`src/rtl/cpu_pkg.sv`:
```
// Shared CPU definitions: opcodes, decoder branch-select encoding, sequencer states.
package cpu_pkg;

    localparam int unsigned XLEN  = 32;
    localparam int unsigned BR_W  = 4;
    localparam int unsigned IMM_W = 16;
    localparam int unsigned JT_W  = 26;
    localparam int unsigned OP_W  = 6;

    // Primary opcodes seen by the decoder
    localparam logic [OP_W-1:0] OP_RTYPE = 6'h00;
    localparam logic [OP_W-1:0] OP_J     = 6'h02;
    localparam logic [OP_W-1:0] OP_JAL   = 6'h03;
    localparam logic [OP_W-1:0] OP_BEQ   = 6'h04;
    localparam logic [OP_W-1:0] OP_BNE   = 6'h05;
    localparam logic [OP_W-1:0] OP_BLEZ  = 6'h06;
    localparam logic [OP_W-1:0] OP_BGTZ  = 6'h07;

    // Branch-select codes produced by the decoder; 12-15 are reserved
    localparam logic [BR_W-1:0] BR_PC4  = 4'd0;
    localparam logic [BR_W-1:0] BR_J    = 4'd1;
    localparam logic [BR_W-1:0] BR_JR   = 4'd2;
    localparam logic [BR_W-1:0] BR_BEQ  = 4'd3;
    localparam logic [BR_W-1:0] BR_BNE  = 4'd4;
    localparam logic [BR_W-1:0] BR_BLEZ = 4'd5;
    localparam logic [BR_W-1:0] BR_BGTZ = 4'd6;
    localparam logic [BR_W-1:0] BR_BLT  = 4'd7;
    localparam logic [BR_W-1:0] BR_BGT  = 4'd8;
    localparam logic [BR_W-1:0] BR_BGE  = 4'd9;
    localparam logic [BR_W-1:0] BR_BLE  = 4'd10;
    localparam logic [BR_W-1:0] BR_JAL  = 4'd11;

    typedef enum logic [1:0] {
        ST_IDLE    = 2'd0,
        ST_FETCH   = 2'd1,
        ST_DECODE  = 2'd2,
        ST_RESOLVE = 2'd3
    } seq_state_t;

endpackage

```
`src/rtl/pc_sequencer_branch_compare.sv`:
```
// Branch condition evaluation.
// Ports: branch (select code), rs_val/rt_val (operands);
//        cond_true (redirect to non-sequential target), is_reserved (codes 12-15).
module branch_compare
    import cpu_pkg::*;
(
    input  logic [BR_W-1:0] branch,
    input  logic [XLEN-1:0] rs_val,
    input  logic [XLEN-1:0] rt_val,
    output logic            cond_true,
    output logic            is_reserved
);

    logic signed [XLEN-1:0] rs_s;
    logic signed [XLEN-1:0] rt_s;

    assign rs_s = $signed(rs_val);
    assign rt_s = $signed(rt_val);

    // Unconditional jumps count as a true condition so callers see one redirect flag
    always_comb begin
        cond_true   = 1'b0;
        is_reserved = 1'b0;
        case (branch)
            BR_PC4:  cond_true = 1'b0;
            BR_J,
            BR_JR,
            BR_JAL:  cond_true = 1'b1;
            BR_BEQ:  cond_true = (rs_val == rt_val);
            BR_BNE:  cond_true = (rs_val != rt_val);
            BR_BLEZ: cond_true = (rs_s <= $signed(32'sd0));
            BR_BGTZ: cond_true = (rs_s >  $signed(32'sd0));
            BR_BLT:  cond_true = (rs_s <  rt_s);
            BR_BGT:  cond_true = (rs_s >  rt_s);
            BR_BGE:  cond_true = (rs_s >= rt_s);
            BR_BLE:  cond_true = (rs_s <= rt_s);
            default: is_reserved = 1'b1;
        endcase
    end

endmodule

```
`src/rtl/pc_sequencer.sv`:
```
// Multi-cycle PC sequencer / instruction-fetch front end.
// Ports: clk, rst (sync, active-high); branch/imm/jtarget/rs_val/rt_val from decode and
//        register file; stall; imem_ready/imem_req/imem_addr fetch handshake;
//        ir_load, link_we/link_data, taken, illegal pulses; pc and retired counters.
module pc_sequencer
    import cpu_pkg::*;
#(
    parameter logic [31:0] RESET_PC = 32'h0000_0000
) (
    input  logic             clk,
    input  logic             rst,
    input  logic [BR_W-1:0]  branch,
    input  logic [IMM_W-1:0] imm,
    input  logic [JT_W-1:0]  jtarget,
    input  logic [XLEN-1:0]  rs_val,
    input  logic [XLEN-1:0]  rt_val,
    input  logic             stall,
    input  logic             imem_ready,
    output logic             imem_req,
    output logic [XLEN-1:0]  imem_addr,
    output logic             ir_load,
    output logic [XLEN-1:0]  pc,
    output logic             link_we,
    output logic [XLEN-1:0]  link_data,
    output logic             taken,
    output logic             illegal,
    output logic [XLEN-1:0]  retired
);

    seq_state_t      state;
    seq_state_t      state_next;
    logic            imem_req_next;
    logic            ir_load_next;
    logic            link_we_next;
    logic            taken_next;
    logic            illegal_next;
    logic [XLEN-1:0] pc_next;
    logic [XLEN-1:0] retired_next;
    logic [XLEN-1:0] link_data_next;

    logic            cond_true;
    logic            is_reserved;
    logic [XLEN-1:0] p4;
    logic [XLEN-1:0] bt;
    logic [XLEN-1:0] target;

    branch_compare u_branch_compare (
        .branch      (branch),
        .rs_val      (rs_val),
        .rt_val      (rt_val),
        .cond_true   (cond_true),
        .is_reserved (is_reserved)
    );

    assign imem_addr = pc;

    // Candidate targets; all arithmetic wraps mod 2^32
    assign p4 = pc + 32'd4;
    assign bt = p4 + {{(XLEN-IMM_W-2){imm[IMM_W-1]}}, imm, 2'b00};

    always_comb begin
        case (branch)
            BR_J, BR_JAL: target = {p4[XLEN-1:XLEN-4], jtarget, 2'b00};
            BR_JR:        target = {rs_val[XLEN-1:2], 2'b00};
            default:      target = bt;
        endcase
    end

    // Next-state and next-output logic; every output is registered below
    always_comb begin
        state_next     = state;
        imem_req_next  = 1'b0;
        ir_load_next   = 1'b0;
        link_we_next   = 1'b0;
        taken_next     = 1'b0;
        illegal_next   = 1'b0;
        pc_next        = pc;
        retired_next   = retired;
        link_data_next = link_data;
        case (state)
            ST_IDLE: begin
                state_next    = ST_FETCH;
                imem_req_next = 1'b1;
            end
            ST_FETCH: begin
                if (imem_ready) begin
                    state_next   = ST_DECODE;
                    ir_load_next = 1'b1;
                end else begin
                    imem_req_next = 1'b1;
                end
            end
            ST_DECODE: begin
                state_next = ST_RESOLVE;
            end
            ST_RESOLVE: begin
                if (!stall) begin
                    state_next     = ST_FETCH;
                    imem_req_next  = 1'b1;
                    pc_next        = cond_true ? target : p4;
                    retired_next   = retired + 32'd1;
                    taken_next     = cond_true;
                    link_we_next   = (branch == BR_JAL);
                    illegal_next   = is_reserved;
                    // Captured so link_data still holds the pre-update pc+4 while link_we is high
                    link_data_next = p4;
                end
            end
            default: begin
                state_next = ST_IDLE;
            end
        endcase
    end

    always_ff @(posedge clk) begin
        if (rst) begin
            state     <= ST_IDLE;
            imem_req  <= 1'b0;
            ir_load   <= 1'b0;
            link_we   <= 1'b0;
            taken     <= 1'b0;
            illegal   <= 1'b0;
            pc        <= RESET_PC;
            retired   <= '0;
            link_data <= RESET_PC + 32'd4;
        end else begin
            state     <= state_next;
            imem_req  <= imem_req_next;
            ir_load   <= ir_load_next;
            link_we   <= link_we_next;
            taken     <= taken_next;
            illegal   <= illegal_next;
            pc        <= pc_next;
            retired   <= retired_next;
            link_data <= link_data_next;
        end
    end

endmodule

```
`config.mk`:
```
export PLATFORM = sky130hd
export DESIGN_NAME = pc_sequencer
export DESIGN_NICKNAME = d
export VERILOG_FILES = /design/src/rtl/cpu_pkg.sv /design/src/rtl/pc_sequencer_branch_compare.sv /design/src/rtl/pc_sequencer.sv
export SDC_FILE = /design/constraint.sdc
export NUM_CORES = 1
export LEC_CHECK = 0
export CAP_MARGIN = 15
export CORE_ASPECT_RATIO = 1.75
export CORE_MARGIN = 3
export CORE_UTILIZATION = 45
export CTS_CLUSTER_SIZE = 28
export DETAILED_ROUTE_END_ITERATION = 8
export DONT_BUFFER_PORTS = 1
export HOLD_SLACK_MARGIN = 0.12
export PLACE_DENSITY_LB_ADDON = 0.2
export SLEW_MARGIN = 20
export SYNTH_ARGS = -nofsm -noshare
export SYNTH_HDL_FRONTEND = slang
export SYNTH_SLANG_ARGS = --single-unit
```
`constraint.sdc`:
```
create_clock -name clk -period 3.69 [get_ports clk]
set_clock_uncertainty 0.05 [all_clocks]
set_input_delay 0.369 -clock clk [delete_from_list [all_inputs] [get_ports clk]]
set_output_delay 0.369 -clock clk [all_outputs]
set_load 0.01 [all_outputs]
```
==> impl_metrics.env, run 1 <==
export IMPL_io_buffer_count=0
export IMPL_power_density_nw_per_um2=313.6
export IMPL_worstHoldPathType="in -> reg"
export IMPL_overflow=0
export IMPL_htree_levels=3
export IMPL_clock_latency_ns=0.35
export IMPL_grt_pass1_wl_mm=38.29
export IMPL_final_max_slew_viol_count=0
export IMPL_rsz0062_at_grt="yes"
export IMPL_tightest_slew_ns=0.6542
export IMPL_drive_gt1_frac=0.1434
export IMPL_cts_tree="done"
export IMPL_grt_antenna_before_repair=0
export IMPL_final_nets=1207
export IMPL_max_cap_violations=0
export IMPL_clock_path_buffers=2
export IMPL_place_congestion=0.9999
export IMPL_first_global_vias=7247
export IMPL_seq_area_frac_synth=0.2576
export IMPL_synth_edf_count=0
export IMPL_async_reset_ff_frac=0
export IMPL_die_height_um=179.0
export IMPL_die_x_um=104.8
export IMPL_path_class="reg -> reg"
export IMPL_grt_max_degree=75
export IMPL_rows=62
export IMPL_wl_mm=25.01
export IMPL_final_period_utilization=0.9534
export IMPL_whs_ns=0.1041
export IMPL_cts_sinks=99
export IMPL_final_area_um2=8736
export IMPL_critPathRequiredTime_ns=3.87
export IMPL_dp_slack_ns=0.07627
export IMPL_dieArea_um2=18760
export IMPL_synth_main_ff_cell="dfxtp_1"
export IMPL_setup_tns_ns=0
export IMPL_layout_common_cells="nor2_1, dfxtp_1, nand2_1"
export IMPL_vias=7501
export IMPL_start_util=0.4634
export IMPL_seqCellArea_um2=1982
export IMPL_holdBufCountCts=7
export IMPL_endpoint_kind="flip-flop"
export IMPL_fmax_ghz=0.2842
export IMPL_path_clk_slew_ns=0.07
export IMPL_drt_vias_per_instance=5.972
export IMPL_drc=0
export IMPL_first_pass_iters=5
export IMPL_total_power_w=0.002739
export IMPL_fin_crit_ns=3.518
export IMPL_syn_instance_count=1004
export IMPL_post_drt_wl_per_cell_um=19.91
export IMPL_hold_viol_final=0
export IMPL_synth_seq_cells=99
export IMPL_vdd_ir_drop_worst_mv=0.1780
export IMPL_synth_top_cells_by_area="dfxtp_1, ha_1, nor2_1, xor2_1, xnor2_1"
export IMPL_synth_top_area_share=0.2576
export IMPL_synth_warnings=0
export IMPL_layout_commonest_cell="nor2_1"
export IMPL_slew_headroom=0.5638
export IMPL_status="completed"
export IMPL_fillers=1651
export IMPL_fin_ws_ns=0.1718
export IMPL_numCtsBuffers=9
export IMPL_ios=247
export IMPL_synth_distinct_cells=65
export IMPL_p_leak_nw=3.654
export IMPL_placed_area_um2=8092
export IMPL_syn_area_per_cell_um2=7.663
export IMPL_setup_violations=0
export IMPL_synth_area_um2=7694
export IMPL_initialDrtViolationCount=511
export IMPL_dp_hpwl_mm=19.54
export IMPL_core_um2=16600
export IMPL_cp_arrival_ns=3.70
export IMPL_root_buffer="clkbuf_16"
export IMPL_grt_usage=0.2554
export IMPL_synth_area_leader_cell="dfxtp_1"
export IMPL_cp_max_fo=4
export IMPL_diodes=0
export IMPL_area_delta_synth_final_pct=13.55
export IMPL_worstSetupStartpointType="flip-flop"
export IMPL_multi_input_area_um2=5299
export IMPL_ant_nets=0
[cells by family after synthesis]
group | synth area share
compound gates | 0.2008
xor+xnor | 0.08993
fa+ha+maj | 0.1083
buf+inv | 0.08587
flops | 0.2576
mux | 0.01951
other cells | 0.0004874
simple gates | 0.2374
[power by group]
part           total, W  switching [W]  internal, W
combinational  0.000640       0.000379     0.000261
sequential      0.00117      0.0000568      0.00111
clock          0.000929       0.000452     0.000477
[path summary, 6_finish.rpt]
check / cells after the start / endpoint / slack (ns) / from
setup / recovery: 15 / imem_addr[30]$_SDFFE_PP0P_ / 0.17 / imem_addr[6]$_SDFFE_PP0P_
setup reg to reg: 15 / imem_addr[30]$_SDFFE_PP0P_ / 0.17 / imem_addr[6]$_SDFFE_PP0P_
hold / removal: 1 / imem_addr[31]$_SDFFE_PP0P_ / 0.10 / rst
hold reg to reg: 2 / state[1]$_SDFFE_PP0P_ / 0.47 / state[1]$_SDFFE_PP0P_
[per-layer routing]
layer,vias up,GRT usage,routed length [µm]
met3,57,0.05766,1906
met5,-,0,0
met1,3503,0.2933,9802
li1,3604,-,-
met2,337,0.4523,12380
met4,0,0.1111,917
[final cells by class]
class / count / share of cell area
Clock buffer: 9 / 0.02578
Multi-Input combinational cell: 778 / 0.6066
Inverter: 53 / 0.02277
Tap cell: 224 / 0.03208
Clock inverter: 7 / 0.007591
Timing Repair Buffer: 86 / 0.07834
Sequential cell: 99 / 0.2269
[registers in the layout, indices dropped and copies added, names as in the netlist]
signal     flops
retired       32
imem_addr     30
link_data     30
state          2
illegal        1
imem_req       1
ir_load        1
link_we        1
taken          1
[synth_stat cells, types with 12 or more instances]
| cell type | instances |
|---|---|
| a211oi_1 | 16 |
| a21oi_1 | 52 |
| clkbuf_1 | 30 |
| nor2_1 | 123 |
| nand3_1 | 32 |
| xnor2_1 | 37 |
| dfxtp_1 | 99 |
| inv_1 | 53 |
| nand2_1 | 81 |
| mux2i_1 | 15 |
| nand4_1 | 24 |
| a22oi_1 | 23 |
| xor2_1 | 42 |
| nor3_1 | 37 |
| o21ai_0 | 45 |
| a21o_1 | 12 |
| and3_1 | 23 |
| buf_4 | 37 |
| ha_1 | 65 |
[worst max-delay path: stages, from the launching register on]
cell	delay, ns
dfxtp_1	0.35
and4_4	0.25
nand4_1	0.19
buf_4	0.23
xnor2_2	0.15
ha_1	0.40
nand2_1	0.14
o21ai_0	0.42
nand3_1	0.26
a21oi_1	0.19
nor3b_1	0.07
buf_4	0.14
a21oi_1	0.16
xor2_1	0.10
a22oi_2	0.19
o21ai_1	0.10
[stage by stage]
| step | utilization | instances |
|---|---|---|
| 6_report | 0.5262 | 1256 |
| 5_1_grt | 0.5262 | 1256 |
| 4_1_cts | 0.5103 | 1248 |
| 3_5_place_dp | 0.4874 | 1225 |
| 3_3_place_gp | 0.4874 | 1225 |
| 2_1_floorplan | - | 1009 |
[what timing repair did]
item,in CTS,in global routing
resized for setup,0,44
endpoints found under the hold margin,76,1
buffers inserted,0,8
endpoints found under the setup margin,0,16
No activity file was read; power rests on OpenSTA's default activity.
==> inputs of run 2 (changes only) <==
ABC_CLOCK_PERIOD_IN_PS = 3690   (was default)
==> results of run 2 <==
The final DEF is identical to that of run 1; final timing and power are the same.
==> inputs of run 3 (changes only) <==
CAP_MARGIN = 20   (was 15)
CTS_CLUSTER_SIZE = default   (was 28)
HOLD_SLACK_MARGIN = default   (was 0.12)
==> impl_metrics.env, run 3 (synthesis gave the netlist of run 1 again) <==
export IMPL_p_leak_nw=3.615
export IMPL_dp_hpwl_mm=19.54
export IMPL_root_buffer="clkbuf_16"
export IMPL_worstSetupStartpointType="flip-flop"
export IMPL_fmax_ghz=0.2850
export IMPL_rrSetupSlack_ns=0.18
export IMPL_area_delta_synth_final_pct=12.41
export IMPL_start_util=0.4634
export IMPL_endpoint_kind="flip-flop"
export IMPL_numCtsBuffers=9
export IMPL_holdBufCountCts=0
export IMPL_diodes=0
export IMPL_status="completed"
export IMPL_critPathRequiredTime_ns=3.87
export IMPL_first_pass_iters=5
export IMPL_total_power_w=0.002715
export IMPL_setup_violations=0
export IMPL_worstHoldEndpoint="link_data[28]$_SDFFE_PP0P_"
export IMPL_ant_nets=0
export IMPL_rsz0062_at_grt="yes"
export IMPL_layout_common_cells="nor2_1, dfxtp_1, nand2_1"
export IMPL_fin_crit_ns=3.509
export IMPL_vdd_ir_drop_worst_mv=0.1766
export IMPL_io_buffer_count=0
export IMPL_regMostFlops="retired"
export IMPL_worstHoldPathType="in -> reg"
export IMPL_final_nets=1200
export IMPL_grt_antenna_before_repair=0
export IMPL_fin_ws_ns=0.1807
export IMPL_fillers=1653
export IMPL_multi_input_area_um2=5299
export IMPL_setup_tns_ns=0
export IMPL_seqCellArea_um2=1982
export IMPL_post_route_util=0.5210
export IMPL_largest_reg_flops=32
export IMPL_final_max_slew_viol_count=0
export IMPL_hp_start="rst"
export IMPL_r2r_end="imem_addr[30]$_SDFFE_PP0P_"
export IMPL_cp_max_fo=4
export IMPL_first_global_vias=7222
export IMPL_ios=247
export IMPL_rows=62
export IMPL_final_period_utilization=0.9510
export IMPL_vias=7473
export IMPL_ff2ff_path_depth=15
export IMPL_tightest_slew_ns=0.6748
export IMPL_grt_pass1_wl_mm=37.96
export IMPL_dp_slack_ns=0.07627
export IMPL_core_um2=16600
export IMPL_r2r_start="imem_addr[6]$_SDFFE_PP0P_"
export IMPL_cp_arrival_ns=3.68
export IMPL_hold_depth=1
export IMPL_htree_levels=3
export IMPL_power_density_nw_per_um2=313.9
export IMPL_grt_usage=0.2529
export IMPL_die_height_um=179.0
export IMPL_grt_max_degree=84
export IMPL_max_cap_violations=0
export IMPL_drc=0
export IMPL_die_x_um=104.8
export IMPL_clock_latency_ns=0.35
export IMPL_dieArea_um2=18760
export IMPL_post_drt_wl_per_cell_um=19.80
export IMPL_clock_path_buffers=2
export IMPL_slew_headroom=0.5501
export IMPL_layout_commonest_cell="nor2_1"
export IMPL_path_class="reg -> reg"
export IMPL_hold_viol_final=0
export IMPL_drt_vias_per_instance=5.983
export IMPL_path_clk_slew_ns=0.07
export IMPL_place_congestion=0.9999
export IMPL_drive_gt1_frac=0.1434
export IMPL_wl_mm=24.73
export IMPL_cts_tree="done"
export IMPL_cts_sinks=99
export IMPL_overflow=0
export IMPL_initialDrtViolationCount=522
## run 3: cell types whose count changed in the layout (fill, tap and decap cells not counted), sizes merged
cell         previous run  this run
buf                    80        79
dlygate4sd3             6         0
## run 3: stage by stage
stage          hold slack, ns  cells  cell area (µm²)
2_1_floorplan          0.4305   1009             7720
3_3_place_gp           0.4008   1225             8092
3_5_place_dp           0.4112   1225             8092
4_1_cts               0.03636   1241             8383
5_1_grt               0.03948   1249             8648
6_report              0.05623   1249             8648
## run 3: worst max-delay path by stage
stage	from	end	slack [ns]	depth (start not counted)
after floorplan	imem_addr[5]$_SDFFE_PP0P_	imem_addr[25]$_SDFFE_PP0P_	0.03	15
after global placement	imem_addr[6]$_SDFFE_PP0P_	imem_addr[30]$_SDFFE_PP0P_	0.08	16
after detailed placement	imem_addr[6]$_SDFFE_PP0P_	imem_addr[28]$_SDFFE_PP0P_	0.08	16
after CTS	imem_addr[6]$_SDFFE_PP0P_	imem_addr[28]$_SDFFE_PP0P_	0.05	16
after global routing	imem_addr[7]$_SDFFE_PP0P_	imem_addr[28]$_SDFFE_PP0P_	-0.05	15
final	imem_addr[6]$_SDFFE_PP0P_	imem_addr[30]$_SDFFE_PP0P_	0.18	15
## run 3: final cells by class
class	instances	area share
Clock buffer	9	0.02604
Clock inverter	7	0.007668
Timing Repair Buffer	79	0.06901
Tap cell	224	0.03241
Multi-Input combinational cell	778	0.6127
Inverter	53	0.02300
Sequential cell	99	0.2292
## run 3: routing by layer
metal / vias up / GRT usage / part of all wire
li1: 3602 / - / -
met5: - / 0 / 0
met1: 3505 / 0.2886 / 0.40
met4: 0 / 0.1089 / 0.037
met2: 309 / 0.4488 / 0.50
met3: 57 / 0.05946 / 0.071
## run 3: timing repair
action	in CTS	in global routing
endpoints found under the setup margin	0	16
gates resized for setup	0	44
setup buffers	0	8
## run 3: critical path, stage by stage, from the launching register on
cell and delay (ns):
dfxtp_1 0.35, and4_4 0.25, nand4_1 0.19, buf_4 0.23, xnor2_2 0.16, ha_1 0.41, nand2_1 0.14, o21ai_0 0.42
nand3_1 0.26, a21oi_1 0.19, nor3b_1 0.07, buf_4 0.14, a21oi_1 0.16, xor2_1 0.10, a22oi_2 0.19, o21ai_1 0.10
## run 3: report_power, final
part | switching (W) | leakage [nW] | total (W) | internal (W)
Sequential | 0.0000569 | 0.800 | 0.00117 | 0.00111
Clock | 0.000448 | 0.145 | 0.000925 | 0.000477
Combinational | 0.000364 | 2.67 | 0.000619 | 0.000254
Total | 0.000870 | 3.62 | 0.00271 | 0.00184
